--- src/rtl/cpu_pkg.sv ---
// Shared definitions for the pipelined LEGv8 core: datapath widths, fetch FSM
// encoding, the canonical NOP and the fetch-stage debug bundle.
package cpu_pkg;

  localparam int ADDR_W  = 64;
  localparam int INSTR_W = 32;

  // A64 NOP encoding, used to fill IF/ID when a bubble is loaded.
  localparam logic [INSTR_W-1:0] INSTR_NOP = 32'hD503_201F;

  typedef enum logic [1:0] {
    S_REQ  = 2'd0,
    S_HOLD = 2'd1,
    S_DROP = 2'd2
  } fetch_state_t;

  typedef struct packed {
    fetch_state_t state;
    logic         hold_valid;
  } fetch_dbg_t;

  function automatic logic [ADDR_W-1:0] align_word(input logic [ADDR_W-1:0] addr);
    return {addr[ADDR_W-1:2], 2'b00};
  endfunction

endpackage

--- src/rtl/fetch_hold_buf.sv ---
// Single-entry skid register holding one fetched {pc, instr} pair while decode
// is stalled. Load takes priority over clear.
module fetch_hold_buf
  import cpu_pkg::*;
(
  input  logic               clk,
  input  logic               rst_n,
  input  logic               load_i,
  input  logic               clear_i,
  input  logic [ADDR_W-1:0]  pc_i,
  input  logic [INSTR_W-1:0] instr_i,
  output logic               valid_o,
  output logic [ADDR_W-1:0]  pc_o,
  output logic [INSTR_W-1:0] instr_o
);

  logic               valid_q, valid_d;
  logic [ADDR_W-1:0]  pc_q, pc_d;
  logic [INSTR_W-1:0] instr_q, instr_d;

  always_comb begin
    valid_d = valid_q;
    pc_d    = pc_q;
    instr_d = instr_q;
    if (load_i) begin
      valid_d = 1'b1;
      pc_d    = pc_i;
      instr_d = instr_i;
    end else if (clear_i) begin
      valid_d = 1'b0;
    end
  end

  always_ff @(posedge clk or negedge rst_n) begin
    if (!rst_n) begin
      valid_q <= 1'b0;
      pc_q    <= '0;
      instr_q <= '0;
    end else begin
      valid_q <= valid_d;
      pc_q    <= pc_d;
      instr_q <= instr_d;
    end
  end

  assign valid_o = valid_q;
  assign pc_o    = pc_q;
  assign instr_o = instr_q;

endmodule

--- src/rtl/fetch_stage.sv ---
// Instruction-fetch stage: drives the PC register's next value, issues
// instruction-memory requests and fills the IF/ID register for decode.
module fetch_stage
  import cpu_pkg::*;
#(
  parameter logic [ADDR_W-1:0] RESET_PC = '0
) (
  input  logic               clk,
  input  logic               reset,
  input  logic [ADDR_W-1:0]  pc_q,
  output logic [ADDR_W-1:0]  pc_d,
  output logic               imem_req,
  output logic [ADDR_W-1:0]  imem_addr,
  input  logic               imem_ack,
  input  logic [INSTR_W-1:0] imem_rdata,
  input  logic               br_taken,
  input  logic [ADDR_W-1:0]  br_target,
  input  logic               stall,
  output logic               if_valid,
  output logic [ADDR_W-1:0]  if_pc,
  output logic [INSTR_W-1:0] if_instr,
  output fetch_dbg_t         dbg_o
);

  // Memory handshake: imem_req acts as valid and imem_ack as ready. Once
  // imem_req rises, it and imem_addr stay stable until the cycle imem_ack is
  // seen (ack may coincide with the first req cycle); a request is never
  // withdrawn, so a redirect with a request in flight parks in S_DROP.

  fetch_state_t       state_q, state_d;
  logic               if_valid_q, if_valid_d;
  logic [ADDR_W-1:0]  if_pc_q, if_pc_d;
  logic [INSTR_W-1:0] if_instr_q, if_instr_d;
  logic [ADDR_W-1:0]  drop_addr_q, drop_addr_d;

  logic               hold_load, hold_clear, hold_valid;
  logic [ADDR_W-1:0]  hold_pc;
  logic [INSTR_W-1:0] hold_instr;

  logic [ADDR_W-1:0]  pc_inc;
  logic [ADDR_W-1:0]  br_addr;

  assign pc_inc  = pc_q + ADDR_W'(4);
  assign br_addr = align_word(br_target);

  fetch_hold_buf u_hold_buf (
    .clk     (clk),
    .rst_n   (reset),
    .load_i  (hold_load),
    .clear_i (hold_clear),
    .pc_i    (pc_q),
    .instr_i (imem_rdata),
    .valid_o (hold_valid),
    .pc_o    (hold_pc),
    .instr_o (hold_instr)
  );

  always_comb begin
    state_d     = state_q;
    if_valid_d  = if_valid_q;
    if_pc_d     = if_pc_q;
    if_instr_d  = if_instr_q;
    drop_addr_d = drop_addr_q;
    hold_load   = 1'b0;
    hold_clear  = 1'b0;
    imem_req    = 1'b0;
    imem_addr   = pc_q;
    pc_d        = pc_q;

    case (state_q)
      S_REQ: begin
        imem_req = 1'b1;
        if (br_taken) begin
          pc_d = br_addr;
          if (!imem_ack) begin
            drop_addr_d = pc_q;
            state_d     = S_DROP;
          end
        end else if (imem_ack) begin
          pc_d = pc_inc;
          if (stall) begin
            hold_load = 1'b1;
            state_d   = S_HOLD;
          end else begin
            if_valid_d = 1'b1;
            if_pc_d    = pc_q;
            if_instr_d = imem_rdata;
          end
        end else if (!stall) begin
          if_valid_d = 1'b0;
          if_instr_d = INSTR_NOP;
        end
      end

      S_HOLD: begin
        if (br_taken) begin
          pc_d       = br_addr;
          hold_clear = 1'b1;
          state_d    = S_REQ;
        end else if (!stall) begin
          if_valid_d = hold_valid;
          if_pc_d    = hold_pc;
          if_instr_d = hold_instr;
          hold_clear = 1'b1;
          state_d    = S_REQ;
        end
      end

      S_DROP: begin
        imem_req  = 1'b1;
        imem_addr = drop_addr_q;
        if (br_taken) begin
          pc_d = br_addr;
        end
        if (imem_ack) begin
          state_d = S_REQ;
        end
        if (!br_taken && !stall) begin
          if_valid_d = 1'b0;
          if_instr_d = INSTR_NOP;
        end
      end

      default: begin
        state_d = S_REQ;
      end
    endcase

    // A redirect flushes IF/ID regardless of stall.
    if (br_taken) begin
      if_valid_d = 1'b0;
    end

    if (!reset) begin
      pc_d     = RESET_PC;
      imem_req = 1'b0;
    end
  end

  always_ff @(posedge clk or negedge reset) begin
    if (!reset) begin
      state_q     <= S_REQ;
      if_valid_q  <= 1'b0;
      if_pc_q     <= '0;
      if_instr_q  <= '0;
      drop_addr_q <= '0;
    end else begin
      state_q     <= state_d;
      if_valid_q  <= if_valid_d;
      if_pc_q     <= if_pc_d;
      if_instr_q  <= if_instr_d;
      drop_addr_q <= drop_addr_d;
    end
  end

  assign if_valid         = if_valid_q;
  assign if_pc            = if_pc_q;
  assign if_instr         = if_instr_q;
  assign dbg_o.state      = state_q;
  assign dbg_o.hold_valid = hold_valid;

endmodule
--- config.mk ---
export PLATFORM = sky130hd
export DESIGN_NAME = fetch_stage
export DESIGN_NICKNAME = d
export VERILOG_FILES = /design/src/rtl/cpu_pkg.sv /design/src/rtl/fetch_hold_buf.sv /design/src/rtl/fetch_stage.sv
export SDC_FILE = /design/constraint.sdc
export NUM_CORES = 1
export LEC_CHECK = 0
export CAP_MARGIN = 20
export CORE_MARGIN = 2
export CORE_UTILIZATION = 45
export DETAILED_ROUTE_END_ITERATION = 10
export GPL_TIMING_DRIVEN = 0
export PLACE_DENSITY = 0.77
export SETUP_SLACK_MARGIN = 0.2
export SYNTH_ARGS = -nofsm -noshare
export SYNTH_HDL_FRONTEND = slang
export SYNTH_SLANG_ARGS = --single-unit
--- constraint.sdc ---
create_clock -name clk -period 2.5 [get_ports clk]
set_input_delay 0.5 -clock clk [delete_from_list [all_inputs] [get_ports clk]]
set_output_delay 0.5 -clock clk [all_outputs]
set_load 0.02 [all_outputs]
==> metrics.md <==
| Metric | Value |
|---|---|
| WHS | roughly 14 ps |
| Total CTS buffers | 27 |
| Fin crit period | between 3000 and 4000 ps |
| Status | finished, violations left |
| Post-synth EDFFs | 0 |
| Core area | roughly 34000 um2 |
| Slew Viols, Final | 0 |
| Failing checks | negative setup slack |
| Clock Power Share | 13.7% |
| Critical Path Source Type | input pin |
| CTS tree | done |
| Worst slew pin tran | approximately 850 ps |
| Reg-to-reg endpoint | if_pc[19] |
| Clock Path Buffers | 3 |
| Global-route wire length before repair | 108 mm |
| Final setup vio count | approximately 290 |
| Main synth FF type | dfrtp_1 |
| Reg2reg path depth | 18 |
| Die ar. | about 36000 um2 |
| First-pass DRT Iterations | 7 |
| Share of the synthesized area in the top cell type | 41.9% |
| Worst Hold Class | in2async |
| Fin nets | roughly 2400 |
| Final WL | 77.6 mm |
| Slowest CP cell | clkdlybuf4s50_1 |
| Yosys warnings | 0 |
| Via Count | around 17000 |
| Sequential fraction of design power | 25.8% |
| Final hold violation count | 0 |
| Sink Count | 260 |
| Register area share after synthesis | approximately two fifths |
| Vias in the first global route | about 17000 |
| Total track usage | between 30% and 40% |
| Largest net degree at the start of global routing | ~110 |
| Port Buffer Count | between 300 and 400 |
| Lkg Pwr | 0.0105 uW |
| Area delta synth->final | 64.3% |
| Final Cell Area | around 26000 um2 |
| Sw frac | about two fifths |
| Internal power | about 17000 uW |
| Yosys top cell by area | dfrtp_1 |
| Critical path required time | 2000 ps |
| DRC viols | 0 |
| Slew headroom | about 43% |
| Overflow after GRT | 0 |
| Asr flop ratio synth | 100% |
| Final Worst Setup Slack | -798 ps |
| Dominant cells by area after synthesis | dfrtp_1 42%, mux2_2 14%, mux2i_1 5.4% |
| FP Rows | 68 |
| RSZ-0062 raised after global routing | yes |
| Slack of the worst reg-to-reg path | -270 ps |
| Die width | between 150 and 200 um |
| Worst setup path end | pc_d[58] |
| H-tree levels | 1 |
| First DRT Iteration DRCs | 1770 |
| Die height | around 190 um |
| RR Startpoint | state_q[1] |
| DR WL/cell | 28.5 um |
| Reg clk slew, reported paths | about 60 ps |
| Total negative setup slack | -65960 ps |
| Maxcap violations | 0 |
| Final Skew | around 19 ps |
| Combinational share of power | between 60% and 70% |
| Root Buffer Master | clkbuf_16 |
| Clk_lat worst skew | ~570 ps |
| Crit Path Class | in2out |
| Switching power | 12500 uW |
| Routed Antenna Nets | 0 |
| Initial antenna violation count | 2 |
| FF+latch count, synth | 260 |
| Max FO, Critical Path | 5 |
| Initial core utilization | between 40% and 50% |
| Pwr dens | between 1000 and 1500 nW/um2 |
| Via-to-Cell Ratio | 6.42 |
| Post-synth cell types | 74 |
| Boundary pin count | 394 |
| Mapped Area | around 16000 um2 |
| GP Congestion | 0.999 |
| CP Capture Type | output port |
| CP Data Arrival Time | between 2000 and 3000 ps |
| Critical-path cell list | clkdlybuf4s50_1 -> buf_6 -> nand4_1 -> nor4_4 -> nand4_1 -> mux2_4 -> a2111oi_4 -> buf_4 |
| Fmax | just over 300 MHz |
| Maximum VDD drop | 0.801 mV |
| Crit path from | pc_q[51] |
| CP max stage delay | around 520 ps |
| Gate Count Post-Synth | between 1500 and 2000 |
| Syn Area/Cell | ~9.3 um2 |
| Most used cell, CP | nand4_1 |
| Period utilization | 132% |
| Hpwl dp | 52.7 mm |
| Fraction of layout cells with a size suffix above 1 | around 45% |
| Area post-placement | roughly 21000 um2 |
| Synthesized Nets | between 1500 and 2000 |
cells in the mapped netlist, types with 5 or more instances:
cell	count
a32oi_1	6
a22oi_1	28
o21ai_1	6
mux2_2	193
nand4_1	47
inv_1	26
o221ai_1	6
nand3_1	34
nor3_1	35
buf_1	20
nor2_1	191
dfrtp_1	260
mux2i_1	83
clkbuf_1	111
and4_1	10
a311oi_1	6
o22ai_1	12
nor4_1	21
nand2_1	92
nand2b_1	6
buf_2	37
o21a_1	13
a21oi_1	147
a31oi_1	23
nor2b_1	8
and3_1	13
ha_1	5
o31ai_1	6
and2_1	12
a221oi_1	8
o211ai_1	9
o21ai_0	92
a211oi_1	10
registers in the layout, indices dropped and copies added, names as in the netlist:
register / count
u_hold_buf.instr_o: 32
if_pc: 64
u_hold_buf.pc_o: 64
u_hold_buf.valid_o: 1
if_instr: 32
state_q: 2
if_valid: 1
drop_addr_q: 64
timing repair:
| action | CTS | global route |
|---|---|---|
| buffers inserted | 76 | 83 |
| hold buffers | 3 | 0 |
| endpoints found under the hold margin | 30 | 0 |
| setup endpoints to repair | 387 | 379 |
| resized for setup | 728 | 589 |
| pin swaps | 76 | 91 |
| gates cloned | 5 | 12 |
placed cells by master, fill, tap and decap left out, drive strengths merged, types with 35 or more instances in the layout:
| master | n |
|---|---|
| nand2 | 92 |
| buf | 346 |
| o21ai | 98 |
| mux2i | 83 |
| a21oi | 147 |
| nor3 | 35 |
| dfrtp | 260 |
| clkdlybuf4s50 | 206 |
| clkbuf | 186 |
| nand4 | 50 |
| nor2 | 192 |
| mux2 | 196 |
| nand3 | 35 |
how the worst min path moves through the flow:
stage | startpoint | endpoint | slack (ps) | cells past startpoint
finish | reset | if_pc[37] | 10 | 2
CTS | reset | u_hold_buf.pc_o[38] | 20 | 3
global route | reset | u_hold_buf.pc_o[38] | 40 | 3
global placement | drop_addr_q[25] | drop_addr_q[25] | 460 | 2
detailed placement | reset | u_hold_buf.pc_o[38] | 390 | 1
floorplan | reset | drop_addr_q[0] | 200 | 0
cell families (layout without fill, tap and decap cells):
group,Yosys count,after routing,share of synthesized area [%]
and+or+nand+nor,502,502,16.2
AOI/OAI and AO/OA,418,418,16.8
muxes,279,279,19.6
DFF,260,260,41.9
buffers and inverters,199,800,5.16
adders and majority gates,5,5,0.403
other,0,2,0
power by group through the flow:
stage	Clock (uW)	Sequential, uW	Combinational, uW
after floorplan	0	8210	7260
after global placement	0	7410	13800
after detailed placement	0	7510	14000
after CTS	4110	7460	15500
after global routing	4280	7870	18700
final	4080	7660	18000
worst max-delay path: cells and delay by family:
kind / cells / cell delay, ps
buf+inv: 3 / 860
simple gates: 3 / 800
mux: 1 / 370
compound gates: 1 / 250
cell type report:
| class | instances | area [um2] |
|---|---|---|
| Clock buffer | 45 | 823 |
| Tap cell | 455 | 569 |
| Inverter | 29 | 135 |
| Antenna cell | 2 | 5.00 |
| Sequential cell | 260 | 6510 |
| Fill cell | 2446 | 8780 |
| Multi-Input combinational cell | 1204 | 10200 |
| Buffer | 170 | 1850 |
| Clock inverter | 4 | 55.1 |
| Timing Repair Buffer | 552 | 5320 |
metal layers:
metal / global-route usage (%) / share of wire, % / up-vias
li1: - / - / 7285
met1: 50.9 / 38 / 8662
met2: 63.1 / 45 / 1203
met3: 11.0 / 11 / 330
met4: 18.6 / 6.4 / 0
met5: 0 / 0 / -
stage by stage:
stage	util, %	total power [uW]	std cells	worst slack, ps
after floorplan	-	15500	1663	6.87
after global placement	60.6	21200	2489	-11410
after detailed placement	60.8	21500	2491	-2150
after CTS	68.5	27100	2624	-658
after global routing	74.4	30800	2720	-835
final	74.4	29700	2721	-798
No activity file was read; power rests on OpenSTA's default activity.
